### config.mk
export PLATFORM = sky130hd
export DESIGN_NAME = uart_word_sender
export DESIGN_NICKNAME = d
export VERILOG_FILES = /design/src/rtl/uart_word_sender.sv
export SDC_FILE = /design/constraint.sdc
export NUM_CORES = 1
export LEC_CHECK = 0
export CAP_MARGIN = 20
export CORE_ASPECT_RATIO = 0.6
export CORE_MARGIN = 8
export CORE_UTILIZATION = 50
export CTS_BUF_LIST = sky130_fd_sc_hd__clkbuf_2 sky130_fd_sc_hd__clkbuf_4 sky130_fd_sc_hd__clkbuf_8
export DETAILED_ROUTE_END_ITERATION = 10
export PLACE_DENSITY = 0.7
export SETUP_SLACK_MARGIN = 0.15
export SLEW_MARGIN = 20
export SYNTH_ARGS = -nofsm -noshare
export SYNTH_HDL_FRONTEND = slang
export SYNTH_SLANG_ARGS = --single-unit
### constraint.sdc
create_clock -name CLK -period 3.7 [get_ports CLK]
set_clock_uncertainty 0.05 [all_clocks]
set_input_delay 0.555 -clock CLK [delete_from_list [all_inputs] [get_ports CLK]]
set_output_delay 0.555 -clock CLK [all_outputs]
set_load 0.01 [all_outputs]
### src/rtl/uart_word_sender.sv
// Buffers 32-bit words in a FIFO and sends each as four UART frames, MSB byte first.
// Define UART_WORD_SENDER_PARITY_EN to add an even-parity bit to every frame.
module uart_word_sender #(
    parameter int CLK_PER_BIT = 2604,
    parameter int FIFO_DEPTH  = 16
) (
    input  logic                          CLK,
    input  logic                          INITIALIZE,
    input  logic [31:0]                   word_in,
    input  logic                          word_valid,
    output logic                          word_ready,
    output logic [$clog2(FIFO_DEPTH):0]   fifo_count,
    output logic                          busy,
    output logic                          UART_TX
);

    localparam int AW = $clog2(FIFO_DEPTH);
    localparam int CW = AW + 1;
    localparam int TW = $clog2(CLK_PER_BIT);

    typedef enum logic [2:0] {
        IDLE,
        START,
        DATA,
`ifdef UART_WORD_SENDER_PARITY_EN
        PARITY,
`endif
        STOP
    } state_t;

    state_t        state, state_n;
    logic [TW-1:0] timer, timer_n;
    logic [2:0]    bit_idx, bit_n;
    logic [1:0]    byte_idx, byte_n;
    logic [31:0]   shreg, sh_n;
    logic          tx_n;
    logic          tick;
    logic          push, pop;
    logic [7:0]    cur_byte;

    logic [31:0]   mem [FIFO_DEPTH];
    logic [AW-1:0] wr_ptr, rd_ptr;
    logic [CW-1:0] count_n;

    assign word_ready = (fifo_count != CW'(FIFO_DEPTH));
    assign push       = word_valid && word_ready;
    assign busy       = (state != IDLE) || (fifo_count != '0);
    assign tick       = (timer == TW'(CLK_PER_BIT - 1));
    assign cur_byte   = shreg[31:24];

    always_comb begin
        count_n = fifo_count;
        if (push && !pop)
            count_n = fifo_count + CW'(1);
        else if (!push && pop)
            count_n = fifo_count - CW'(1);
    end

    always_ff @(posedge CLK) begin
        if (push)
            mem[wr_ptr] <= word_in;
    end

    always_ff @(posedge CLK or posedge INITIALIZE) begin
        if (INITIALIZE) begin
            wr_ptr     <= '0;
            rd_ptr     <= '0;
            fifo_count <= '0;
        end else begin
            if (push)
                wr_ptr <= wr_ptr + AW'(1);
            if (pop)
                rd_ptr <= rd_ptr + AW'(1);
            fifo_count <= count_n;
        end
    end

    always_ff @(posedge CLK or posedge INITIALIZE) begin
        if (INITIALIZE) begin
            state    <= IDLE;
            timer    <= '0;
            bit_idx  <= '0;
            byte_idx <= '0;
            shreg    <= '0;
            UART_TX  <= 1'b1;
        end else begin
            state    <= state_n;
            timer    <= timer_n;
            bit_idx  <= bit_n;
            byte_idx <= byte_n;
            shreg    <= sh_n;
            UART_TX  <= tx_n;
        end
    end

    always_comb begin
        state_n = state;
        timer_n = timer;
        bit_n   = bit_idx;
        byte_n  = byte_idx;
        sh_n    = shreg;
        tx_n    = UART_TX;
        pop     = 1'b0;
        // Timer free-runs in every non-idle state so frames never drift
        if (state != IDLE)
            timer_n = tick ? '0 : timer + TW'(1);
        unique case (state)
            IDLE: begin
                if (fifo_count != '0) begin
                    pop     = 1'b1;
                    sh_n    = mem[rd_ptr];
                    byte_n  = '0;
                    tx_n    = 1'b0;
                    state_n = START;
                end
            end
            START: begin
                if (tick) begin
                    state_n = DATA;
                    bit_n   = '0;
                    tx_n    = cur_byte[0];
                end
            end
            DATA: begin
                if (tick) begin
                    if (bit_idx == 3'd7) begin
`ifdef UART_WORD_SENDER_PARITY_EN
                        state_n = PARITY;
                        tx_n    = ^cur_byte;
`else
                        state_n = STOP;
                        tx_n    = 1'b1;
`endif
                    end else begin
                        bit_n = bit_idx + 3'd1;
                        tx_n  = cur_byte[bit_idx + 3'd1];
                    end
                end
            end
`ifdef UART_WORD_SENDER_PARITY_EN
            PARITY: begin
                if (tick) begin
                    state_n = STOP;
                    tx_n    = 1'b1;
                end
            end
`endif
            STOP: begin
                if (tick) begin
                    if (byte_idx != 2'd3) begin
                        byte_n  = byte_idx + 2'd1;
                        sh_n    = {shreg[23:0], 8'h00};
                        tx_n    = 1'b0;
                        state_n = START;
                    end else if (fifo_count != '0) begin
                        pop     = 1'b1;
                        sh_n    = mem[rd_ptr];
                        byte_n  = '0;
                        tx_n    = 1'b0;
                        state_n = START;
                    end else begin
                        state_n = IDLE;
                    end
                end
            end
            default: state_n = IDLE;
        endcase
    end

endmodule
==> results.py, run 1 <==
metrics = {
    "sta": {
        "fin_tns_setup_ns": 0,
        "finalHoldViolCount": 0,
        "period_minus_slack_ns": 3.06,
        "max_freq_mhz": 327,
        "worst_pin_slew_ns": 0.940,
        "setup_viol": 0,
        "rsz0062_at_grt": "false",
        "period_share_pct": 82.8,
        "slew_viol_final": 0,
        "slew_headroom_pct": 37.3,
    },
    "clock_tree": {
        "ctsHtreeMaxLevel": 3,
        "postCtsSetupBuffers": 0,
        "cts_buffer_depth": 3,
        "cts_root_buf": "clkbuf_8",
        "hold_buffers": 0,
        "clock_latency_ns": 0.66,
        "cts_resized": 0,
        "cts_tree": "done",
        "clk_pin_slew_ns": 0.06,
        "cts_sinks": 577,
        "cts_buffers": 82,
    },
    "power": {
        "pwr-share-comb_pct": 10.1,
        "power_density_nw_per_um2": 544,
        "seqPwrFrac_pct": 55.9,
        "intPower_uw": 10700,
        "irDropWorstVdd_mv": 0.331,
        "p_leak_uw": 0.00835,
        "p_clk_share_pct": 34.1,
        "swShare_pct": 24.7,
        "switchingPower_uw": 3510,
    },
    "setup_path": {
        "crit_chain": "nor4_2, nor2b_1, buf_4, nand2_1, clkdlybuf4s50_1",
        "regToRegSetupSlack_ns": 0.67,
        "cp.required_ns": 3.09,
        "cp_slowest_stage_delay_ns": 0.48,
        "crit_arrival_ns": 2.46,
        "r2r-start": "state[0]$_DFFE_PP0P_",
        "critical_path_class": "reg2out",
        "critPathMaxFanout": 6,
        "r2r_cells": 13,
        "slowest_stage": "clkdlybuf4s50_1",
        "setup.worst_path.start_class": "register",
        "timing.rr.end": "fifo_count[4]$_DFFE_PP0P_",
        "endpoint_kind": "output pin",
    },
    "floorplan": {
        "coreArea_um2": 45900,
        "rows": 61,
        "io_pins": 43,
        "dieHeight_um": 182,
        "die_area_um2": 53400,
        "fp.dieW_um": 293,
        "start_util_pct": 50.2,
    },
    "yosys": {
        "yosysWarningCount": 0,
        "syn-cell-area_um2": 23000,
        "async_flop_share_pct": 11.3,
        "netlist_top_cells_count": "edfxtp_1 (512), mux4_2 (104), dfrtp_1 (64)",
        "synth_top_area_share_pct": 66.7,
        "syn_nets": 1296,
        "synth_cells": 1242,
        "avgSynthCellArea_um2": 18.6,
        "ys_ff_latch": 577,
        "yosysMostFrequentCell": "edfxtp_1",
        "synth-main-ff-cell": "edfxtp_1",
        "synth_top_area_cell": "edfxtp_1",
        "synth-edff-count": 512,
        "seq_area_frac_synth_pct": 73.8,
        "synth_top_cells_by_area": "edfxtp_1 (67%), mux4_2 (10%), dfrtp_1 (7.0%)",
        "ys_types": 54,
    },
    "drt": {
        "drc": 0,
        "vias": 11800,
        "via_per_inst": 5.83,
        "wl_per_cell_um": 24.5,
        "antenna_left": 0,
        "drt_iter0_drc": 1145,
        "drtPass1Iterations": 5,
        "drt_wl_total_um": 49800,
    },
    "place": {
        "placed_cell_area_um2": 24500,
        "placed_cells": 1885,
        "dp_hpwl_um": 30100,
        "gp_congestion": 0.800,
        "io_buffers": 42,
    },
    "final_layout": {
        "drive_gt1_share_pct": 22.6,
        "final_nets": 1393,
        "fin_area_um2": 26100,
        "antenna_cells": 0,
        "instances_no_fill": 2032,
        "syn2layout_area_growth_pct": 13.2,
    },
    "grt": {
        "gr-total-overflow": 0,
        "grt_pass1_wl_um": 75500,
        "grt_pass1_vias": 12100,
        "track_usage_pct": 18.8,
        "grt_max_degree": 66,
        "antenna_found_initial": 1,
    },
    "status": {
        "status": "finished clean",
    },
    "job": {
        "drv_cap": 0,
    },
    "worst_hold_path": {
        "min_path_type": "in2async",
    },
}
layer usage:
| layer | GRT usage (%) | share of wire [%] | up-vias |
|---|---|---|---|
| met5 | 1.50 | 0.24 | - |
| met1 | 28.1 | 46 | 6100 |
| met4 | 4.59 | 1.7 | 4 |
| met2 | 26.0 | 42 | 459 |
| met3 | 6.60 | 10 | 71 |
| li1 | - | - | 5205 |
cell type report:
type	count	area, µm²
multi-input combinational	582	5760
clock inverter	30	148
inverter	10	37.5
clock buffer	117	1420
sequential	577	17000
fill	3400	19800
tap	630	788
timing repair buffer	86	913
placed cells by master (no fill, tap or decap), drive strengths merged, types with 2 or more instances in the layout:
cell	n
a211oi	9
a21o	5
a21oi	32
a22o	33
a22oi	27
a2bb2oi	24
and2	4
and3	3
buf	44
clkbuf	117
clkdlybuf4s50	42
clkinv	25
clkinvlp	3
dfrtp	64
edfxtp	512
ha	18
inv	12
mux2i	61
mux4	104
nand2	63
nand2b	6
nand3	54
nand4	2
nor2	27
nor2b	15
nor3	27
o21a	2
o21ai	33
or3	4
xnor2	10
xor2	5
sequential cells by signal, indices dropped and copies added (netlist names):
signal,count
state,2
mem,512
byte_idx,2
UART_TX,1
rd_ptr,4
shreg,32
fifo_count,5
timer,12
bit_idx,3
wr_ptr,4
worst max-delay path: cells and delay by family (launching register included):
family                 cells  cell delay (ns)
and+or+nand+nor            3             0.70
buffers and inverters      2             0.69
DFF                        1             0.43
worst max-delay path by stage:
stage | startpoint | slack, ns | to | cells past startpoint
after floorplan | fifo_count[0]$_DFFE_PP0P_ | 0.60 | mem[7][0]$_DFFE_PP_ | 6
after global placement | state[0]$_DFFE_PP0P_ | 0.73 | fifo_count[4]$_DFFE_PP0P_ | 13
after detailed placement | state[0]$_DFFE_PP0P_ | 0.68 | fifo_count[4]$_DFFE_PP0P_ | 13
after CTS | fifo_count[1]$_DFFE_PP0P_ | 0.57 | busy | 5
after global routing | state[0]$_DFFE_PP0P_ | 0.46 | fifo_count[4]$_DFFE_PP0P_ | 13
final | fifo_count[1]$_DFFE_PP0P_ | 0.64 | busy | 5
through the flow:
stage	worst slack [ns]	power, µW	util, %	hold WS [ns]
CTS	0.566	14300	56.8	0.423
global route	0.459	14700	56.8	0.478
detailed placement	0.683	9500	53.4	0.435
finish	0.638	14200	56.8	0.437
global placement	0.734	9450	53.4	0.429
floorplan	0.601	8740	-	0.409
logic make-up (layout without fill, tap and decap cells):
logic type | Yosys count | after routing | share of synthesized area (%)
AO/OA/AOI/OAI | 171 | 171 | 5.28
flip-flops | 577 | 577 | 73.8
buffers and inverters | 83 | 243 | 1.87
XOR/XNOR | 15 | 15 | 0.570
AND/OR/NAND/NOR | 211 | 211 | 4.56
multiplexers | 166 | 166 | 12.9
adder cells (fa/ha/maj) | 19 | 19 | 1.06
power by group through the flow:
| stage | registers [µW] | logic, µW | clock network, µW |
|---|---|---|---|
| 5_1_grt | 7970 | 1540 | 5210 |
| 3_5_place_dp | 8060 | 1440 | 0 |
| 4_1_cts | 7930 | 1440 | 4950 |
| 3_3_place_gp | 8030 | 1410 | 0 |
| 2_1_floorplan | 8000 | 747 | 0 |
| 6_report | 7930 | 1430 | 4830 |
No activity file was read; power rests on OpenSTA's default activity.
==> run 2, diff against run 1 <==
==> constraint.sdc (replaced) <==
create_clock -name CLK -period 2.5 [get_ports CLK]
set_clock_uncertainty 0.05 [all_clocks]
set_input_delay 0.375 -clock CLK [delete_from_list [all_inputs] [get_ports CLK]]
set_output_delay 0.375 -clock CLK [all_outputs]
set_load 0.01 [all_outputs]
==> results.py, run 2 (synthesis results as in run 1) <==
metrics = {
    "status": {
        "status": "complete, but fails checks",
        "violations": "negative setup slack",
    },
    "setup_path": {
        "endpoint_kind": "register",
        "slowest_stage": "dfrtp_1",
        "startpoint": "timer[6]$_DFFE_PP0P_",
        "regToRegSetupSlack_ns": -0.11,
        "crit_chain": "nor4b_4, a41oi_2, nor3_2, inv_1, ha_4, inv_4, ha_4, nor2b_1, o21a_1, or3_1, a21oi_2, xor2_1",
        "cp.required_ns": 3.00,
        "setup.worst_path.start_class": "register",
        "r2r_cells": 12,
        "critical_path_class": "reg2reg",
        "crit_arrival_ns": 3.10,
        "critical_path_buf_inv_count": 2,
        "timing.rr.end": "fifo_count[4]$_DFFE_PP0P_",
        "critPathMaxFanout": 3,
        "crit_family": "simple AND/OR/NAND/NOR gates",
        "cp_common_cell": "ha_4",
        "r2r-start": "timer[6]$_DFFE_PP0P_",
        "cp_slowest_stage_delay_ns": 0.41,
    },
    "job": {
        "drv_cap": 0,
    },
    "grt": {
        "grt_max_degree": 49,
        "grt_pass1_vias": 12600,
        "antenna_found_initial": 2,
        "gr-total-overflow": 0,
        "track_usage_pct": 19.9,
        "grt_pass1_wl_um": 79900,
    },
    "final_layout": {
        "final_nets": 1471,
        "instances_no_fill": 2109,
        "largest-register": "mem",
        "fin_area_um2": 27300,
        "syn2layout_area_growth_pct": 18.4,
        "layout_common_cells": "edfxtp_1 (512), mux4_2 (104), clkbuf_8 (87)",
        "reg_top3": "mem x512, shreg x32, timer x12",
        "largest_register_ffs": 512,
        "drive_gt1_share_pct": 28.5,
        "mostFrequentLayoutCell": "edfxtp_1",
    },
    "clock_tree": {
        "clk_pin_slew_ns": 0.06,
        "cts_sinks": 577,
        "cts_tree": "done",
        "cts_buffer_depth": 3,
        "cts_root_buf": "clkbuf_8",
        "ctsHtreeMaxLevel": 3,
        "cts_buffers": 81,
        "clock_latency_ns": 0.64,
    },
    "power": {
        "irDropWorstVdd_mv": 0.609,
        "p_leak_uw": 0.00894,
        "power_uw": 22100,
        "power_density_nw_per_um2": 810,
    },
    "sta": {
        "max_freq_mhz": 384,
        "fin_tns_setup_ns": -0.106,
        "period_minus_slack_ns": 2.61,
        "fin_ws_ns": -0.106,
        "slew_viol_final": 0,
        "slew_headroom_pct": 39.6,
        "period_share_pct": 104,
        "rsz0062_at_grt": "true",
        "finalHoldViolCount": 0,
        "worst_pin_slew_ns": 0.904,
        "setup_viol": 1,
    },
    "worst_hold_path": {
        "min_from": "byte_idx[1]$_DFFE_PP0P_",
        "hold_end": "byte_idx[1]$_DFFE_PP0P_",
        "hold_depth": 1,
        "min_path_type": "reg2reg",
    },
    "drt": {
        "via_per_inst": 5.81,
        "drt_wl_total_um": 53000,
        "wl_per_cell_um": 25.1,
        "antenna_left": 0,
        "drtPass1Iterations": 5,
        "drt_iter0_drc": 1349,
        "drc": 0,
        "vias": 12300,
    },
    "floorplan": {
        "fp.dieW_um": 293,
        "start_util_pct": 50.2,
        "io_pins": 43,
        "coreArea_um2": 45900,
        "rows": 61,
        "dieHeight_um": 182,
        "die_area_um2": 53400,
    },
    "place": {
        "placed_cells": 1950,
        "dp_hpwl_um": 32300,
        "io_buffers": 42,
        "placed_cell_area_um2": 25300,
        "gp_congestion": 0.807,
    },
}
==> run 2: cell types whose count changed in the layout (fill, tap and decap cells not counted), moves of 4 or more <==
cell	before	now
bufinv_16	0	6
buf_4	31	82
dfrtp_2	1	5
buf_12	13	34
ha_1	18	13
nand2_1	63	58
clkbuf_4	31	23
dfrtp_1	60	56
==> run 2: area by class of cell <==
type                    count  area [µm²]
fillers                  3280       18600
flip-flops and latches    577       17000
multi-input cells         582        5880
repair buffers            165        1850
clock buffers             110        1370
well taps                 630         788
clock inverters            34         327
inverters                  10        40.0
diodes                      1        2.50
==> run 2: stage by stage <==
stage | hold slack [ns] | setup WS, ns | utilization [%]
after global routing | 0.472 | -0.274 | 59.5
after CTS | 0.458 | -0.123 | 59.2
after floorplan | 0.409 | -0.257 | -
after detailed placement | 0.439 | -0.198 | 55.2
final | 0.455 | -0.106 | 59.5
after global placement | 0.430 | -0.182 | 55.2
==> run 2: how the worst max path moves through the flow <==
stage / end / cells past startpoint
detailed placement: fifo_count[4]$_DFFE_PP0P_ / 12
CTS: fifo_count[4]$_DFFE_PP0P_ / 12
finish: fifo_count[4]$_DFFE_PP0P_ / 12
global placement: fifo_count[4]$_DFFE_PP0P_ / 12
global route: fifo_count[4]$_DFFE_PP0P_ / 12
floorplan: fifo_count[4]$_DFFE_PP0P_ / 12
==> run 2: report_power, final <==
part / switching (µW) / internal, µW / total [µW] / leakage [µW]
registers: 234 / 11400 / 11700 / 0.00541
logic: 1660 / 1050 / 2720 / 0.00264
clock network: 3500 / 4200 / 7700 / 0.000890
==> run 2: what timing repair did <==
item                       in CTS  in global routing
hold endpoints to repair       14                  0
gates resized for setup        22                  9
gates cloned                    0                  1
setup endpoints to repair       8                 11
buffers inserted                8                  4
pin swaps                       9                  3
hold buffers                    1                  0
==> run 2: metal layers <==
metal | up-vias | global-route usage, % | wire (µm)
met1 | 6333 | 29.7 | 24400
met2 | 454 | 29.2 | 23300
met4 | 6 | 4.73 | 911
li1 | 5375 | - | -
met3 | 83 | 4.83 | 4170
met5 | - | 1.69 | 149
==> run 3, diff against run 2 <==
--- a/config.mk
+++ b/config.mk
@@ -11,9 +11,10 @@
 export CORE_UTILIZATION = 50
 export CTS_BUF_LIST = sky130_fd_sc_hd__clkbuf_2 sky130_fd_sc_hd__clkbuf_4 sky130_fd_sc_hd__clkbuf_8
 export DETAILED_ROUTE_END_ITERATION = 10
-export PLACE_DENSITY = 0.7
+export PLACE_DENSITY = 0.67
 export SETUP_SLACK_MARGIN = 0.15
 export SLEW_MARGIN = 20
 export SYNTH_ARGS = -nofsm -noshare
 export SYNTH_HDL_FRONTEND = slang
 export SYNTH_SLANG_ARGS = --single-unit
+export TNS_END_PERCENT = 100
==> constraint.sdc (replaced) <==
create_clock -name CLK -period 2.8 [get_ports CLK]
set_clock_uncertainty 0.05 [all_clocks]
set_input_delay 0.42 -clock CLK [delete_from_list [all_inputs] [get_ports CLK]]
set_output_delay 0.42 -clock CLK [all_outputs]
set_load 0.01 [all_outputs]
==> results.py, run 3 (synthesis results as in run 1) <==
metrics = {
    "grt": {
        "antenna_found_initial": 1,
        "gr-total-overflow": 0,
        "track_usage_pct": 20.0,
        "grt_max_degree": 66,
        "grt_pass1_wl_um": 79900,
        "grt_pass1_vias": 12400,
    },
    "setup_path": {
        "critical_path_class": "reg2reg",
        "endpoint_kind": "register",
        "timing.rr.end": "fifo_count[4]$_DFFE_PP0P_",
        "cp_slowest_stage_delay_ns": 0.42,
        "critPathMaxFanout": 3,
        "r2r-start": "fifo_count[2]$_DFFE_PP0P_",
        "regToRegSetupSlack_ns": 0.15,
        "crit_chain": "nor4_4, nor2b_2, buf_4, nor3_2, inv_1, ha_2, inv_2, buf_4, ha_1, o21a_1, or3_1, a21oi_2, xor2_1",
        "cp_common_cell": "buf_4",
        "crit_arrival_ns": 3.18,
        "slowest_stage": "dfrtp_2",
        "setup.worst_path.start_class": "register",
        "crit_family": "simple AND/OR/NAND/NOR gates",
        "cp.required_ns": 3.33,
        "r2r_cells": 13,
        "critical_path_buf_inv_count": 4,
    },
    "clock_tree": {
        "cts_tree": "done",
        "cts_buffers": 82,
        "cts_sinks": 577,
        "hold_buffers": 0,
        "ctsHtreeMaxLevel": 3,
        "cts_buffer_depth": 3,
        "clk_pin_slew_ns": 0.06,
        "cts_root_buf": "clkbuf_8",
        "clock_latency_ns": 0.65,
    },
    "place": {
        "post-place-ws_ns": 0.0361,
        "gp_congestion": 0.788,
        "io_buffers": 42,
        "placed_cells": 1938,
        "placed_cell_area_um2": 25100,
        "dp_hpwl_um": 30800,
    },
    "power": {
        "p_leak_uw": 0.00877,
        "power_density_nw_per_um2": 726,
        "power_uw": 19500,
        "irDropWorstVdd_mv": 0.411,
    },
    "status": {
        "status": "finished clean",
    },
    "final_layout": {
        "fin_area_um2": 26900,
        "seqCellArea_um2": 17000,
        "syn2layout_area_growth_pct": 16.7,
        "instances_no_fill": 2096,
        "final_nets": 1453,
        "layout_common_cells": "edfxtp_1 (512), mux4_2 (104), clkbuf_8 (92)",
        "multiInputGateArea_um2": 5830,
        "antenna_cells": 0,
        "reg_top3": "mem x512, shreg x32, timer x12",
        "mostFrequentLayoutCell": "edfxtp_1",
        "nFillCells": 3391,
        "drive_gt1_share_pct": 26.9,
        "largest_register_ffs": 512,
        "fin_util_pct": 58.6,
        "largest-register": "mem",
    },
    "sta": {
        "finalHoldViolCount": 0,
        "max_freq_mhz": 378,
        "slew_viol_final": 0,
        "worst_pin_slew_ns": 0.899,
        "rsz0062_at_grt": "true",
        "slew_headroom_pct": 39.9,
        "period_share_pct": 94.6,
        "period_minus_slack_ns": 2.65,
        "setup_viol": 0,
        "fin_ws_ns": 0.152,
    },
    "drt": {
        "wl_per_cell_um": 25.3,
        "vias": 12200,
        "antenna_left": 0,
        "via_per_inst": 5.84,
        "drc": 0,
        "drtPass1Iterations": 5,
        "drt_iter0_drc": 1288,
        "drt_wl_total_um": 53000,
    },
    "job": {
        "drv_cap": 0,
    },
    "floorplan": {
        "fp.dieW_um": 293,
        "dieHeight_um": 182,
        "rows": 61,
        "io_pins": 43,
        "start_util_pct": 50.2,
        "die_area_um2": 53400,
        "coreArea_um2": 45900,
    },
    "worst_hold_path": {
        "min_path_type": "in2async",
    },
}
[run 3: cell types whose count changed in the layout (fill, tap and decap cells not counted), sizes merged]
cell / previous run / this run
dlygate4sd3: 1 / 0
inv: 12 / 11
bufinv: 6 / 2
dlygate4sd2: 0 / 1
clkinv: 24 / 22
clkbuf: 111 / 124
buf: 123 / 104
clkdlybuf4s50: 40 / 41
diode: 1 / 0
[run 3: final cells by class]
cell class | instances | area share (%)
multi-input cells | 582 | 21.7
clock inverters | 27 | 0.684
well taps | 630 | 2.93
clock buffers | 124 | 5.60
flip-flops and latches | 577 | 63.3
inverters | 10 | 0.140
repair buffers | 146 | 5.67
[run 3: worst max-delay path by stage]
stage / startpoint / to / slack, ns / cells past startpoint
final: fifo_count[2]$_DFFE_PP0P_ / fifo_count[4]$_DFFE_PP0P_ / 0.15 / 13
after floorplan: fifo_count[0]$_DFFE_PP0P_ / mem[7][0]$_DFFE_PP_ / -0.15 / 6
after global routing: timer[2]$_DFFE_PP0P_ / fifo_count[4]$_DFFE_PP0P_ / 0.01 / 12
after CTS: timer[2]$_DFFE_PP0P_ / fifo_count[4]$_DFFE_PP0P_ / 0.10 / 12
after detailed placement: state[0]$_DFFE_PP0P_ / fifo_count[4]$_DFFE_PP0P_ / 0.04 / 12
after global placement: timer[4]$_DFFE_PP0P_ / fifo_count[4]$_DFFE_PP0P_ / 0.05 / 12
[run 3: worst min-delay path: cells and delay by family]
kind,cells,cell delay (ns)
buffers and inverters,3,0.78
[run 3: power breakdown]
part	internal [µW]	switching [µW]
Combinational	854	1400
Sequential	10200	255
Clock	3630	3180
[run 3: routing by layer]
metal / GRT usage, % / up-vias / part of all wire [%]
met4: 4.47 / 2 / 1.3
met2: 29.1 / 440 / 44
li1: - / 5330 / -
met5: 0 / - / 0.025
met1: 30.2 / 6405 / 47
met3: 5.23 / 67 / 7.8
[run 3: through the flow]
stage | TNS [ns] | hold slack [ns]
floorplan | -28.44 | 0.409
global placement | 0 | 0.428
detailed placement | 0 | 0.439
CTS | 0 | 0.0750
global route | 0 | 0.113
finish | 0 | 0.0976
[run 3: what timing repair did]
item | CTS | global route
gates cloned | 0 | 0
setup buffers | 6 | 1
gates resized for setup | 10 | 3
setup endpoints to repair | 2 | 4
pin swaps | 5 | 1
==> patch (settings of run 3) <==
Set the parameter `FIFO_DEPTH` to 32 (it was 16).
--- a/src/rtl/uart_word_sender.sv
+++ b/src/rtl/uart_word_sender.sv
@@ -4,3 +4,3 @@
     parameter int CLK_PER_BIT = 2604,
-    parameter int FIFO_DEPTH  = 16
+    parameter int FIFO_DEPTH  = 32
 ) (
Interface: changed (resized fifo_count); port bits go from 43 to 44. The function was not compared with the original's and may differ.
==> patch against run 3 <==
The run now ends with negative setup slack left. Highest routed layer is now met4. Clock power is 79% higher. Sequential cell count is 515 higher. Utilization is 1.3 points higher. Area after synthesis is 85% higher. Setup slack worse by 0.18 ns. Total power is 76% higher. Wire length is 110% higher. Cell area is 89% higher.
==> patch: results (changes against run 3) <==
stage	metric	value	unit	change
setup_path	CP Max Fanout	2		-1
clock_network	Num CTS Buffers	153		+87%
setup_path	worst stage delay on the critical path	0.57	ns	+0.15 ns
detailed_routing	DRT Wirelength	112000	um	+110%
global_routing	overall routing resource usage	23.1	%	+3.1 points
clock_network	worst skew pair latency	0.84	ns	+0.19 ns
timing	worst slew pin tran	1.02	ns	+0.120 ns
layout	biggest regs	mem x1024, shreg x32, timer x12		
logic_synthesis	post-synthesis cell type count	66		+22%
setup_path	worst reg2reg path endpoint	fifo_count[5]		
global_routing	largest net degree at the start of global routing	54		-18%
placement	dpl hpwl	65400	um	+110%
setup_path	R2R setup slack	0	ns	-0.15 ns
clock_network	Root Buffer	clkbuf_8		
logic_synthesis	main area contributors after synthesis	edfxtp_1 72%, mux4_2 10%, dfrtp_1 3.9%, mux2i_1 2.3%, mux2_2 0.98%		
setup_path	FF-to-FF path depth	12		-1
pwr	P_leak	17.1	nW	+95%
logic_synthesis	Syn Nets	2107		+63%
global_routing	first-pass GRT wire length	159000	um	+99%
setup_path	delay-heaviest family, CP	simple AND/OR/NAND/NOR gates		
status	failing checks	negative setup slack		
logic_synthesis	sequential element share of the synthesized area	76.2	%	+2.4 points
timing	setup violators final	2		+2
setup_path	Worst path slowest cell	or4_4		
layout	layout cell share with drive strength beyond 1	35.7	%	+8.8 points
placement	gpl congestion	0.862		+9.4%
clock_network	depth of the CTS H-tree	4		+1
global_routing	initial antenna violation count	2		+1
layout	Final #Nets	2487		+71%
setup_path	critical path arrival	2.36	ns	-0.82 ns
logic_synthesis	asr flop ratio synth	6.23	%	-5.0 points
global_routing	vias in the first global route	22770		+83%
layout	Filler Cells Inserted	6022		+78%
detailed_routing	initial DRC count	2405		+87%
pwr	Max VDD drop	0.470	mV	+14%
min_path	Hold Path Class	input pin to register		
detailed_routing	Vias/cell	6.18		+5.8%
timing	Setup WS post-layout	-0.0327	ns	-0.185 ns
detailed_routing	final antenna-violating net count	0		unchanged
timing	setup TNS	-0.0340	ns	-0.0340 ns
setup_path	RR Startpoint	fifo_count[4]		
logic_synthesis	most frequent cells after synthesis	1024 x edfxtp_1, 194 x mux4_2, 97 x mux2i_1		
placement	Port Buffers	43		+2.4%
status	outcome	finished with violations		
==> patch: worst max path at each step <==
stage / cells after the start / endpoint / slack, ns
after floorplan: 6 / mem[31][0] / -0.37
after global placement: 13 / fifo_count[4] / -0.18
after detailed placement: 11 / fifo_count[5] / -0.21
after CTS: 4 / word_ready / -0.14
after global routing: 12 / fifo_count[5] / -0.14
final: 4 / word_ready / -0.03
==> patch: cells by family (layout without fill, tap and decap cells) <==
kind of cell	Yosys count	in the layout	share of synthesized area (%)
AND/OR/NAND/NOR	220	220	2.63
flip-flops	1092	1092	76.2
adder cells (fa/ha/maj)	20	20	0.605
AO/OA/AOI/OAI	220	220	4.21
buffers and inverters	127	626	1.62
other	0	2	0
multiplexers	353	353	14.4
XOR/XNOR	20	20	0.411
==> patch: power breakdown <==
| group | leakage, nW | internal, W | switching, W |
|---|---|---|---|
| Combinational | 5.52 | 0.00118 | 0.00190 |
| Sequential | 10.0 | 0.0188 | 0.000253 |
| Clock | 1.55 | 0.00616 | 0.00601 |
| Total | 17.1 | 0.0262 | 0.00816 |
==> patch: per-layer routing <==
layer  vias to the layer above  track usage [%]  wire, um
met4                         0             7.69      2690
met1                     12072             34.6     47900
met5                         -                0         0
met2                      1263             31.7     48400
li1                       9380                -         -
met3                       158             7.81     13000
==> patch: per-stage QoR <==
step / instances / hold WS (ns) / setup slack [ns] / area (sq um)
after global placement: 3360 / 0.442 / -0.179 / 46600
after global routing: 3700 / 0.0419 / -0.136 / 50900
after detailed placement: 3360 / 0.445 / -0.208 / 46600
final: 3700 / 0.0530 / -0.0327 / 50900
after floorplan: 2052 / 0.406 / -0.370 / 42600
after CTS: 3653 / 0.268 / -0.139 / 50000
==> patch: timing repair <==
item	CTS	global route
gates cloned	5	7
hold buffers	1	0
endpoints found under the hold margin	14	0
pin swaps	10	58
gates resized for setup	42	90
buffers inserted	13	38
endpoints found under the setup margin	129	126
==> patch: area by class of cell <==
class	instances	area share [%]
multi-input cells	833	19.8
inverters	12	0.0909
diodes	2	0.00983
repair buffers	340	7.76
flip-flops and latches	1092	63.8
well taps	1147	2.82
clock buffers	218	5.16
clock inverters	56	0.636
